===== src/rtl/gm_fifo_pkg.sv =====
// Shared types and pointer helpers for the dual-clock FIFO.
// Pointer helpers work on 32-bit containers with an explicit width, so one
// package serves every FIFO depth.
package gm_fifo_pkg;

    typedef enum logic [1:0] {
        BUF_EMPTY = 2'd0,
        BUF_ONE   = 2'd1,
        BUF_TWO   = 2'd2
    } buf_state_e;

    // Modulo subtraction of two w-bit pointers; result masked to w bits.
    function automatic logic [31:0] ptr_diff(input logic [31:0] a,
                                             input logic [31:0] b,
                                             input int          w);
        logic [31:0] mask;
        mask = (w >= 32) ? 32'hFFFF_FFFF : ((32'd1 << w) - 32'd1);
        return (a - b) & mask;
    endfunction

    // Binary to gray, used before crossing a pointer into the other domain.
    function automatic logic [31:0] bin2gray(input logic [31:0] b);
        return b ^ (b >> 1);
    endfunction

    // Gray to binary, used after the synchronizer in the receiving domain.
    function automatic logic [31:0] gray2bin(input logic [31:0] g);
        logic [31:0] b;
        b[31] = g[31];
        for (int i = 30; i >= 0; i--) begin
            b[i] = b[i+1] ^ g[i];
        end
        return b;
    endfunction

endpackage


===== src/rtl/gm_fifo_rd_ctrl_if.sv =====
// Valid/ready output stream of the FIFO read controller.
// master drives data and valid; slave drives ready.
interface gm_fifo_rd_ctrl_if #(
    parameter int FIFO_WIDTH_OUT = 128
);
    logic [FIFO_WIDTH_OUT-1:0] out_data;
    logic                      out_valid;
    logic                      out_ready;

    modport master (output out_data, output out_valid, input out_ready);
    modport slave  (input out_data, input out_valid, output out_ready);
endinterface


===== src/rtl/gm_rd_skid_buf.sv =====
// Two-entry show-ahead buffer absorbing the storage array read latency.
// The head entry is always presented; the tail only holds a line while the
// consumer stalls with a second read already in flight.
module gm_rd_skid_buf #(
    parameter int WIDTH = 128
) (
    input  logic             clk,
    input  logic             rst,
    input  logic             push,
    input  logic [WIDTH-1:0] push_data,
    input  logic             pop,
    output logic [WIDTH-1:0] head_data,
    output logic             valid,
    output logic [1:0]       count
);
    import gm_fifo_pkg::*;

    buf_state_e       state;
    buf_state_e       state_next;
    logic [WIDTH-1:0] head_q;
    logic [WIDTH-1:0] tail_q;

    // State register for the occupancy FSM.
    always_ff @(posedge clk) begin
        if (rst) state <= BUF_EMPTY;
        else     state <= state_next;
    end

    // Occupancy transitions on capture (push) and consume (pop).
    always_comb begin
        state_next = state;
        unique case (state)
            BUF_EMPTY: if (push) state_next = BUF_ONE;
            BUF_ONE: begin
                if (push && !pop)      state_next = BUF_TWO;
                else if (!push && pop) state_next = BUF_EMPTY;
            end
            BUF_TWO:   if (pop) state_next = BUF_ONE;
            default:   state_next = BUF_EMPTY;
        endcase
    end

    // Occupancy-derived outputs; valid comes straight from the state register.
    always_comb begin
        valid = (state != BUF_EMPTY);
        count = 2'd0;
        if (state == BUF_ONE) count = 2'd1;
        if (state == BUF_TWO) count = 2'd2;
    end

    // Entry storage: captured data lands at head when it becomes the front, else tail.
    always_ff @(posedge clk) begin
        if (rst) begin
            head_q <= '0;
            tail_q <= '0;
        end else begin
            unique case (state)
                BUF_EMPTY: if (push) head_q <= push_data;
                BUF_ONE: begin
                    if (push && pop)  head_q <= push_data;
                    else if (push)    tail_q <= push_data;
                end
                BUF_TWO:   if (pop) head_q <= tail_q;
                default:   ;
            endcase
        end
    end

    // A capture while full would overwrite a line; the issue rule prevents it.
    always_ff @(posedge clk) begin
        if (!rst) assert (!(push && state == BUF_TWO));
    end

    assign head_data = head_q;

endmodule


===== src/rtl/gm_fifo_rd_ctrl.sv =====
// Read-side controller of the parallel-BRAM dual-clock FIFO.
// Issues line reads when a full line is available and the output buffer has
// room counting the read in flight; the read pointer moves at issue time.
module gm_fifo_rd_ctrl #(
    parameter  int BRAM_WIDTH     = 32,
    parameter  int FIFO_WIDTH_OUT = 128,
    parameter  int FIFO_DEPTH     = 32,
    localparam int RD_STEP        = FIFO_WIDTH_OUT / BRAM_WIDTH,
    localparam int AW             = $clog2(FIFO_DEPTH)
) (
    input  logic                      clk,
    input  logic                      rst,
    input  logic [AW:0]               wr_ptr_sync,
    output logic [AW:0]               rd_ptr_out,
    output logic [AW-1:0]             rdaddr_out,
    input  logic [FIFO_WIDTH_OUT-1:0] bram_data_in,
    output logic                      empty,
    gm_fifo_rd_ctrl_if.master         out_if
);
    import gm_fifo_pkg::*;

    localparam int         PW   = AW + 1;
    localparam logic [AW:0] STEP  = PW'(RD_STEP);
    localparam logic [AW:0] DEPTH = PW'(FIFO_DEPTH);

    logic [AW:0] rd_ptr;
    logic [AW:0] avail;
    logic        inflight;
    logic        issue;
    logic        pop;
    logic [1:0]  count;
    logic [2:0]  occupancy;

    // Issue decision: whole line available and a buffer slot reserved for it.
    always_comb begin
        avail     = PW'(ptr_diff(32'(wr_ptr_sync), 32'(rd_ptr), PW));
        pop       = out_if.out_valid & out_if.out_ready;
        occupancy = 3'(count) + 3'(inflight) - 3'(pop);
        issue     = (avail >= STEP) && (occupancy < 3'd2);
    end

    // Read pointer advances by one line per issue, wrapping through the MSB.
    always_ff @(posedge clk) begin
        if (rst)        rd_ptr <= '0;
        else if (issue) rd_ptr <= rd_ptr + STEP;
    end

    // A read issued this edge returns data to be captured on the next edge.
    always_ff @(posedge clk) begin
        if (rst) inflight <= 1'b0;
        else     inflight <= issue;
    end

    // More words available than storage holds means a corrupted pointer.
    always_ff @(posedge clk) begin
        if (!rst) assert (avail <= DEPTH);
    end

    gm_rd_skid_buf #(
        .WIDTH (FIFO_WIDTH_OUT)
    ) u_skid (
        .clk       (clk),
        .rst       (rst),
        .push      (inflight),
        .push_data (bram_data_in),
        .pop       (pop),
        .head_data (out_if.out_data),
        .valid     (out_if.out_valid),
        .count     (count)
    );

    assign rd_ptr_out = rd_ptr;
    assign rdaddr_out = rd_ptr[AW-1:0];
    assign empty      = (count == 2'd0) && !inflight;

endmodule


===== src/flat_wrapper.sv =====
// flat-port wrapper written by rule: the top's interface ports become plain ports
module gm_fifo_rd_ctrl_flat import gm_fifo_pkg::*;
#(
    parameter  int BRAM_WIDTH     = 32,
    parameter  int FIFO_WIDTH_OUT = 128,
    parameter  int FIFO_DEPTH     = 32,
    localparam int RD_STEP        = FIFO_WIDTH_OUT / BRAM_WIDTH,
    localparam int AW             = $clog2(FIFO_DEPTH)
)
  (clk, rst, wr_ptr_sync, rd_ptr_out, rdaddr_out, bram_data_in, empty, out_if_out_data, out_if_out_valid, out_if_out_ready);
  gm_fifo_rd_ctrl_if #(.FIFO_WIDTH_OUT(FIFO_WIDTH_OUT)) out_if_i ();
  input  logic clk;
  input  logic rst;
  input  logic [AW:0] wr_ptr_sync;
  output logic [AW:0] rd_ptr_out;
  output logic [AW-1:0] rdaddr_out;
  input  logic [FIFO_WIDTH_OUT-1:0] bram_data_in;
  output logic empty;
  output wire logic [$bits(out_if_i.out_data)-1:0] out_if_out_data;
  output wire logic [$bits(out_if_i.out_valid)-1:0] out_if_out_valid;
  input wire logic [$bits(out_if_i.out_ready)-1:0] out_if_out_ready;
  assign out_if_out_data = out_if_i.out_data;
  assign out_if_out_valid = out_if_i.out_valid;
  assign out_if_i.out_ready = out_if_out_ready;
  gm_fifo_rd_ctrl #(.BRAM_WIDTH(BRAM_WIDTH), .FIFO_WIDTH_OUT(FIFO_WIDTH_OUT), .FIFO_DEPTH(FIFO_DEPTH)) u_core (.clk(clk), .rst(rst), .wr_ptr_sync(wr_ptr_sync), .rd_ptr_out(rd_ptr_out), .rdaddr_out(rdaddr_out), .bram_data_in(bram_data_in), .empty(empty), .out_if(out_if_i));
endmodule

===== config.mk =====
export PLATFORM = sky130hd
export DESIGN_NAME = gm_fifo_rd_ctrl_flat
export DESIGN_NICKNAME = d
export VERILOG_FILES = /design/src/rtl/gm_fifo_pkg.sv /design/src/rtl/gm_fifo_rd_ctrl_if.sv /design/src/rtl/gm_rd_skid_buf.sv /design/src/rtl/gm_fifo_rd_ctrl.sv /design/src/flat_wrapper.sv
export SDC_FILE = /design/constraint.sdc
export NUM_CORES = 1
export LEC_CHECK = 0
export CAP_MARGIN = 20
export CORE_AREA = 2 2 134 188
export DETAILED_ROUTE_END_ITERATION = 7
export DIE_AREA = 0 0 136 190
export GPL_TIMING_DRIVEN = 0
export PLACE_DENSITY_LB_ADDON = 0.05
export SYNTH_ARGS = -nofsm -noshare
export SYNTH_HDL_FRONTEND = slang
export SYNTH_SLANG_ARGS = --single-unit

===== constraint.sdc =====
create_clock -name clk -period 3.82 [get_ports clk]
set_clock_uncertainty 0.15 [all_clocks]
set_input_delay 0.382 -clock clk [delete_from_list [all_inputs] [get_ports clk]]
set_output_delay 0.382 -clock clk [all_outputs]
set_load 0.005 [all_outputs]

### Word-level counts from Yosys, hierarchy flattened

Index checks and enable logic that the tools add are counted.

| cells by class | value |
|---|---|
| add/subtract/negate cells | 4 |
| order comparisons | 2 |
| eq/ne operators | 6 |
| multiplexer cells | 11 |
| bitwise logic cells | 2 |
| reduce and logical (&&, ||, !) cells | 14 |

Operators with widths:

| operator | count |
|---|---|
| 128-bit 2-to-1 mux | 3 |
| 128-bit case mux with 3 select lines | 1 |
| 2-bit 2-to-1 mux | 5 |
| 6-bit by 3-bit adder with 6-bit output, second input constant | 1 |
| 6-bit by 3-bit greater-or-equal comparator with 1-bit output, second input constant | 1 |
| 2-bit case mux with 3 select lines | 1 |
| 3-bit AND reduction | 2 |
| 6-bit subtractor | 1 |
| 1-bit logical AND | 5 |
| 2-bit logical NOT | 2 |
| 2-bit by 1-bit inequality test with 1-bit output, second input constant | 2 |
| 4-bit AND reduction | 1 |
| 2-bit by 1-bit adder with 3-bit output | 1 |
| 3-bit by 2-bit less-than comparator with 1-bit output, second input constant | 1 |
| 3-bit inequality test, second input constant | 1 |
| 3-bit nonzero test | 1 |
| 3-bit by 1-bit subtractor with 3-bit output | 1 |
| 2-bit by 1-bit equality test with 1-bit output, second input constant | 1 |
| 2-bit equality test, second input constant | 1 |
| 1-bit logical NOT | 2 |
| 2-bit inequality test, second input constant | 1 |
| 2-bit nonzero test | 1 |
| 1-bit AND | 1 |
| 1-bit 2-to-1 mux | 1 |
| 1-bit NOT | 1 |

| word-level totals | value |
|---|---|
| register bits | 265 |
| input bits | 137 |
| output and inout port bits | 141 |
| logic and storage cells | 44 |

### Logic depth before layout (Yosys ltp)

Gate-level depths: netlist of run 1.

| depth | value |
|---|---|
| depth in word-level cells | 7 |
| depth in mapped cells | 10 |
| mapped depth without buffers | 10 |

### Cells and area by module

Synthesis of run 1 repeated with hierarchy kept, for this count alone.

| unflattened totals | value |
|---|---|
| cell total of the unflattened synthesis | 1,246 |
| area total of the unflattened synthesis | 11,951.5 um^2 |

Modules (own cells, without submodules):

| module | instances | cells each | area an instance (um^2) | sequential area each (um^2) |
|---|---|---|---|---|
| gm_rd_skid_buf | 1 | 1,173 | 11,349.6 | 5,165.0 |
| gm_fifo_rd_ctrl | 1 | 73 | 601.8 | 100.1 |

### Worst setup path after synthesis of run 1

OpenSTA, ideal clock, no wires.

| timing path | value |
|---|---|
| path type | register to register |
| from | register u_core.u_skid.state[0] |
| to | register u_core.rd_ptr[2] (netlist: u_core.rd_ptr_out[2]) |
| library setup time | 0.063 ns |
| arrival time | 2.440 ns |
| data required time | 3.607 ns |
| setup slack | 1.167 ns |
| cell stages (with the launch flop) | 11 |
| path buffers | 0 |
| period minus slack after synthesis | 2.653 ns |
| cells stage by stage | dfxtp_1 -> inv_1 -> ha_1 -> nand2b_1 -> ha_1 -> nand2b_1 -> fa_1 -> inv_1 -> a211oi_1 -> a22oi_1 -> nand3_1 |

| on the way | value |
|---|---|
| word-level cells in the longest chain between the ends | 7 |
| elaborated cells on any way between the ends | 10 |
| classes of those cells | add/sub (2); order compare (1); eq/ne (2); mux (2); bitwise (1); reduce/logical (2) |

RTL lines:

| what | line | RTL |
|---|---|---|
| start, declared | gm_rd_skid_buf.sv:18 | `buf_state_e state;` |
| start signal, assigned | gm_rd_skid_buf.sv:26 | `else state <= state_next;` |
| 2-bit by 1-bit equality test with 1-bit output | gm_rd_skid_buf.sv:47 | `if (state == BUF_ONE) count = 2'd1;` |
| 1-bit 2-to-1 mux | gm_rd_skid_buf.sv:47 |  |
| 2-bit 2-to-1 mux | gm_rd_skid_buf.sv:48 | `if (state == BUF_TWO) count = 2'd2;` |
| 2-bit by 1-bit adder with 3-bit output | gm_fifo_rd_ctrl.sv:38 | `occupancy = 3'(count) + 3'(inflight) - 3'(pop);` |
| 3-bit by 1-bit subtractor with 3-bit output (*) | gm_fifo_rd_ctrl.sv:38 |  |
| 3-bit by 2-bit less-than comparator with 1-bit output (*) | gm_fifo_rd_ctrl.sv:39 | `issue = (avail >= STEP) && (occupancy < 3'd2);` |
| 1-bit logical AND (*) | gm_fifo_rd_ctrl.sv:39 |  |
| end signal, assigned | gm_fifo_rd_ctrl.sv:45 | `else if (issue) rd_ptr <= rd_ptr + STEP;` |
| end, declared | gm_fifo_rd_ctrl.sv:26 | `logic [AW:0] rd_ptr;` |

Every way passes the cells marked *; elsewhere a longest branch is shown, timed or not.
A chain may end at the register's enable or synchronous reset.

### Worst setup path in the final report of run 1

Ends and elaborated chain as after synthesis.

==> out/metrics.csv, run 1 <==
metric,value,unit
setup_viol,0,
whs,0.279,ns
syn_inst,1382,
synth_warnings,0,
rsz0062_at_grt,no,
worstMarginPinSlew,0.919,ns
rows,68,
multi_input_area,0.00554,sq mm
cp-end-kind,register,
worstPathRequired,4.14,ns
regArea,0.00527,sq mm
grt_pass1_wl,52200,microns
worstPathCellList,"inv_1, ha_1, nand2b_1, ha_1, nand2b_1, fa_1, inv_1, a211oi_1, a22oi_1, nand3_1",
hold_viol,0,
fillCellCount,2110,
cts_setup_buffers,0,
dpl-instance-area,0.0151,sq mm
startpoint_type,register,
grt_pass1_vias,10443,
clock_path_buffers,3,
synthXorXnorAreaFrac,0.220,%
cts_max_level,1,
status,"finished, final reports clean",
path_buf_inv,2,
drcViolationCount,0,
period_minus_slack,3.09,ns
crit_fanout,6,
ys_async_sr_fraction,0,%
synth_top_family_by_area,compound AO/OA/AOI/OAI gates,
drt_first_pass_iters,5,
coreArea,0.0243,sq mm
grtUsageTotal,25.0,%
min_path_type,input pin to register,
synthFlopType,dfxtp_1,
post_cts_resized,0,
nets,1835,
dieArea,0.0258,sq mm
numCtsBuffers,27,
leakage,5.56,nW
slew_viol_final,0,
die_h,190,microns
globalplace.congestion,0.850,
syn_avg_cell_area,8.64,sq um
p_clk_share,22.2,%
stdcell_area,0.0160,sq mm
synthSimpleGateAreaFrac,9.92,%
port_buffers,271,
crit_slowest_cell,fa_1,
synth-edff-count,0,
switching_share,35.0,%
crit_family,adder cells,
drive_above_1_share,11.9,%
max_stage_delay,0.55,ns
setup_slack,0.732,ns
synth_adder_area_share,1.49,%
yosys_register_bits,263,
cts.sinks,263,
path_class,register to register,
antenna_found_initial,2,
via_count,10690,
tns,0,ns
syn_to_final_growth,33.8,%
synthMuxAreaShare,12.1,%
vias_per_cell,5.29,
peakVddDrop,0.549,mV
min_period_over_period,80.8,%
power_density,766,mW/mm^2
io-pin-count,278,
wirelength,33400,microns
hpwl,24000,microns
synth_compound_area_share,22.6,%
crit_arrival,3.40,ns
syn_area,0.0119,sq mm
final_common_cell,clkdlybuf4s50_1,
netlist-cell-type-count,37,
slew_headroom,38.8,%
grt_overflow,0,
cts_hold_buf,0,
internal-power,7.96,mW
die_w,136,microns
p_comb_share,44.2,%
p_sw,4.28,mW
cts_root_buffer,clkbuf_16,
grt_max_degree,14,
final_antenna_net_count,0,
drt_first_iter_violations,372,
cts_tree,yes,
ys_seq_area_share,44.1,%
clkTransAtPathRegs,0.06,ns
p_seq_share,33.6,%
start_util,49.1,%
pre_cts_ws,0.746,ns
max_freq,324,MHz
post_drt_wl_per_cell,16.5,microns
layout_common_cells,"clkdlybuf4s50_1, dfxtp_1, nand2_1",
cap_violations,0,
clk_latency,0.52,ns
-- worst reg2reg max path, cell delays in order (launching register included) --
cell,delay [ns]
dfxtp_1,0.43
inv_1,0.09
ha_1,0.26
nand2b_1,0.24
ha_1,0.32
nand2b_1,0.16
fa_1,0.55
inv_1,0.07
a211oi_1,0.48
a22oi_1,0.18
nand3_1,0.11
-- kinds of logic (layout without fill, tap and decap cells) --
group,Yosys count,count (layout)
AO/OA/AOI/OAI,404,404
AND/OR/NAND/NOR,296,296
buffers and inverters,274,592
flip-flops,263,263
multiplexers,128,128
adder cells (fa/ha/maj),13,13
XOR/XNOR,3,3
other,1,6
-- final timing paths --
kind | start | endpoint | slack [ns] | cells after the start
min | bram_data_in[98] | u_core.u_skid.tail_q[98]$_SDFFE_PP0P_ | 0.28 | 3
min reg2reg | u_core.u_skid.tail_q[87]$_SDFFE_PP0P_ | u_core.u_skid.tail_q[87]$_SDFFE_PP0P_ | 0.30 | 2
max reg2reg | u_core.u_skid.state[0]$_SDFFE_PP0P_ | u_core.rd_ptr_out[2]$_SDFFE_PP0P_ | 0.73 | 10
max | u_core.u_skid.state[0]$_SDFFE_PP0P_ | u_core.rd_ptr_out[2]$_SDFFE_PP0P_ | 0.73 | 10
-- synthesized netlist by cell type (2+ instances only) --
cell type / number / share of area [%]
a21oi_1: 133 / 5.6
fa_1: 2 / 0.34
dfxtp_1: 263 / 44
mux2_2: 128 / 12
buf_2: 12 / 0.50
buf_4: 14 / 0.88
nor2_1: 5 / 0.16
a211oi_1: 258 / 16
nand4_1: 5 / 0.26
nand3_1: 6 / 0.25
nand2_1: 260 / 8.2
xor2_1: 2 / 0.15
o2111ai_1: 2 / 0.15
ha_1: 11 / 1.2
inv_1: 138 / 4.3
and2_1: 2 / 0.10
or3_1: 2 / 0.10
nor2b_1: 5 / 0.26
nand2b_1: 3 / 0.16
o21ai_0: 3 / 0.13
clkbuf_1: 93 / 2.9
and3_1: 2 / 0.10
a21o_1: 3 / 0.19
nor3_1: 2 / 0.084
buf_6: 6 / 0.57
o211ai_1: 2 / 0.13
buf_1: 10 / 0.31
-- per-layer routing --
metal / share of wire, % / global-route usage [%] / vias to the layer above
met2: 49 / 44.3 / 296
met3: 7.3 / 5.81 / 62
met4: 3.0 / 8.69 / 0
met1: 40 / 29.3 / 4953
li1: - / - / 5379
met5: 0 / 0 / -
-- registers in the layout, indices dropped and copies added, names as in the netlist --
signal / flops
u_core.inflight: 1
u_core.u_skid.state: 2
u_core.u_skid.tail_q: 128
u_core.u_skid.head_data: 128
u_core.rd_ptr_out: 4
-- cell type report --
type	instances	area share [%]
clock inverters	8	0.744
well taps	315	2.47
clock buffers	39	4.95
repair buffers	271	17.0
flip-flops and latches	263	33.0
multi-input cells	848	34.7
diodes	2	0.0313
inverters	139	3.27
plain buffers	135	3.88
-- power groups by stage --
stage | combinational [mW] | clock, mW | sequential, mW
final | 5.40 | 2.72 | 4.11
after global routing | 5.93 | 2.86 | 4.21
after CTS | 5.43 | 2.76 | 4.12
after detailed placement | 5.38 | 0 | 4.16
after global placement | 5.32 | 0 | 4.15
after floorplan | 2.98 | 0 | 4.12
-- through the flow --
stage | cells | util [%] | power, mW
after CTS | 2018 | 65.6 | 12.3
after global placement | 1971 | 61.9 | 9.47
final | 2020 | 65.6 | 12.2
after floorplan | 1385 | - | 7.11
after detailed placement | 1971 | 61.9 | 9.54
after global routing | 2020 | 65.6 | 13.0
Note: power is estimated with default switching activity, not from simulation.
==> inputs of run 2 (changes only) <==
==> constraint.sdc (replaced) <==
create_clock -name clk -period 3.1 [get_ports clk]
set_clock_uncertainty 0.15 [all_clocks]
set_input_delay 0.31 -clock clk [delete_from_list [all_inputs] [get_ports clk]]
set_output_delay 0.31 -clock clk [all_outputs]
set_load 0.005 [all_outputs]
==> run 2 against run 1 <==
Effect of this change:
- cell area about the same
- clock-buffer cell count unchanged
- register-to-register slack worse by 0.56 ns
- combinational power up 24%
- sequential share of layout area about the same
- via count about the same
- highest routed layer unchanged
==> out/metrics.csv, run 2 (synthesis results as in run 1) <==
metric,value,unit,change
grt_pass1_vias,10443,,unchanged
final_common_cell,clkdlybuf4s50_1,,
setup_slack,0.170,ns,-0.561 ns
hold_viol,0,,unchanged
dp_cells,1971,,unchanged
fillCellCount,2111,,+0.047%
globalplace.congestion,0.850,,unchanged
crit_slowest_cell,dfxtp_1,,
rr_endpoint,u_core.inflight$_SDFF_PP0_,,
rrSetupSlack,0.17,ns,-0.56 ns
grt_max_degree,14,,unchanged
min_path_type,input pin to register,,
slew_headroom,38.7,%,-0.095 points
grt_pass1_wl,52200,microns,unchanged
die_w,136,microns,unchanged
clk_latency,0.52,ns,about the same
status,"finished, final reports clean",,
peakVddDrop,0.676,mV,+23%
whs,0.206,ns,-0.0723 ns
cts.sinks,263,,unchanged
rsz0062_at_grt,no,,
power,15.1,mW,+23%
min_period_over_period,94.5,%,+14 points
cts_tree,yes,,
cpMostUsedCell,nand2b_1,,
path_class,register to register,,
worstPathCellList,"inv_1, ha_1, nand2b_1, ha_1, nand2b_1, fa_1, xor2_1, nand2b_1, a211oi_1",,
max_stage_delay,0.41,ns,-0.14 ns
grt_overflow,0,,unchanged
stdcell_area,0.0160,sq mm,about the same
crit-reg2reg-launch,u_core.u_skid.state[1]$_SDFFE_PP0P_,,
nets,1835,,unchanged
drcViolationCount,0,,unchanged
power_density,944,mW/mm^2,+23%
start_util,49.1,%,unchanged
startpoint_type,register,,
leakage,5.56,nW,about the same
worstMarginPinSlew,0.920,ns,+0.00142 ns
max_freq,341,MHz,+5.4%
clock_path_buffers,3,,unchanged
layout_common_cells,"clkdlybuf4s50_1, dfxtp_1, nand2_1",,
syn_to_final_growth,33.8,%,about the same
crit_family,adder cells,,
worstPathRequired,3.35,ns,-0.79 ns
coreArea,0.0243,sq mm,unchanged
die_h,190,microns,unchanged
crit_fanout,5,,-1
hold_path_startpoint,bram_data_in[98],,
path_buf_inv,1,,-1
cts_setup_buffers,0,,unchanged
dieArea,0.0258,sq mm,unchanged
final_antenna_net_count,0,,unchanged
dpl-instance-area,0.0151,sq mm,unchanged
numCtsBuffers,27,,unchanged
rows,68,,unchanged
drive_above_1_share,12.0,%,+0.18 points
period_minus_slack,2.93,ns,-0.159 ns
cp.depth,9,,-1
crit_arrival,3.18,ns,-0.22 ns
hpwl,24000,microns,unchanged
finalNonFillerCells,2020,,unchanged
tns,0,ns,unchanged
hold-path-endpoint,u_core.u_skid.tail_q[98]$_SDFFE_PP0P_,,
post_drt_wl_per_cell,16.5,microns,about the same
grtUsageTotal,25.0,%,unchanged
cts_max_level,1,,unchanged
setup_viol,0,,unchanged
min_path_cells,3,,unchanged
pre_cts_ws,0.0530,ns,-0.693 ns
io-pin-count,278,,unchanged
slew_viol_final,0,,unchanged
cap_violations,0,,unchanged
wirelength,33400,microns,about the same
drt_first_pass_iters,6,,+1
port_buffers,271,,unchanged
via_count,10699,,+0.084%
drt_first_iter_violations,395,,+6.2%
cp-end-kind,register,,
fin_util,65.7,%,about the same
antenna_found_initial,2,,unchanged
r2r_cells,9,,-1
cts_root_buffer,clkbuf_16,,
clkTransAtPathRegs,0.06,ns,about the same
vias_per_cell,5.30,,about the same
## run 2: cell counts in the layout (fill, tap and decap cells not counted)
No cell type changed its count.
## run 2: what timing repair did
action                                  4_1_cts  5_1_grt
hold buffers                                  0        0
resized for setup                             0        5
endpoints found under the setup margin        0       58
## run 2: final cells by class
cell class                      instances  area [sq um]  area share (%)
Antenna cell                            2          5.00          0.0313
Buffer                                135           621            3.88
Clock buffer                           39           791            4.95
Clock inverter                          8           119           0.744
Inverter                              139           522            3.27
Multi-Input combinational cell        848          5550            34.7
Sequential cell                       263          5270            33.0
Tap cell                              315           394            2.47
Timing Repair Buffer                  271          2710            17.0
## run 2: worst register-to-register path, delay by kind of cell (launching register included)
family,cells,cell delay (ns)
AND/OR/NAND/NOR,3,0.66
XOR/XNOR,1,0.19
adder cells (fa/ha/maj),3,0.96
buffers and inverters,1,0.11
AO/OA/AOI/OAI,1,0.33
flip-flops,1,0.41
## run 2: report_power, final
part	internal (mW)	leakage [nW]	switching (mW)
registers	4.46	2.16	0.614
clock network	2.01	0.451	1.34
logic	3.35	2.95	3.32
## run 2: worst max-delay path by stage
stage | start | endpoint | slack, ns
after global routing | u_core.u_skid.state[1]$_SDFFE_PP0P_ | u_core.rd_ptr_out[3]$_SDFFE_PP0P_ | 0.002
after floorplan | u_core.u_skid.state[0]$_SDFFE_PP0P_ | u_core.rd_ptr_out[2]$_SDFFE_PP0P_ | 0.45
final | u_core.u_skid.state[1]$_SDFFE_PP0P_ | u_core.inflight$_SDFF_PP0_ | 0.17
after detailed placement | u_core.u_skid.state[0]$_SDFFE_PP0P_ | u_core.rd_ptr_out[2]$_SDFFE_PP0P_ | 0.05
after CTS | u_core.u_skid.state[0]$_SDFFE_PP0P_ | u_core.rd_ptr_out[2]$_SDFFE_PP0P_ | 0.05
after global placement | u_core.u_skid.state[0]$_SDFFE_PP0P_ | u_core.rd_ptr_out[2]$_SDFFE_PP0P_ | 0.09
## run 2: per-layer routing
metal / vias to the layer above / GRT usage (%) / wire length [microns]
met4: 0 / 8.69 / 1020
met1: 4979 / 29.3 / 13400
li1: 5381 / - / -
met3: 62 / 5.81 / 2350
met2: 277 / 44.3 / 16500
met5: - / 0 / 0
==> inputs of run 3 (changes only) <==
--- a/config.mk
+++ b/config.mk
@@ -5,7 +5,7 @@
 export SDC_FILE = /design/constraint.sdc
 export NUM_CORES = 1
 export LEC_CHECK = 0
-export CAP_MARGIN = 20
+export CAP_MARGIN = 10
 export CORE_AREA = 2 2 134 188
 export DETAILED_ROUTE_END_ITERATION = 7
 export DIE_AREA = 0 0 136 190
==> results of run 3 <==
No change in the layout: final DEF, timing and power equal those of run 2.
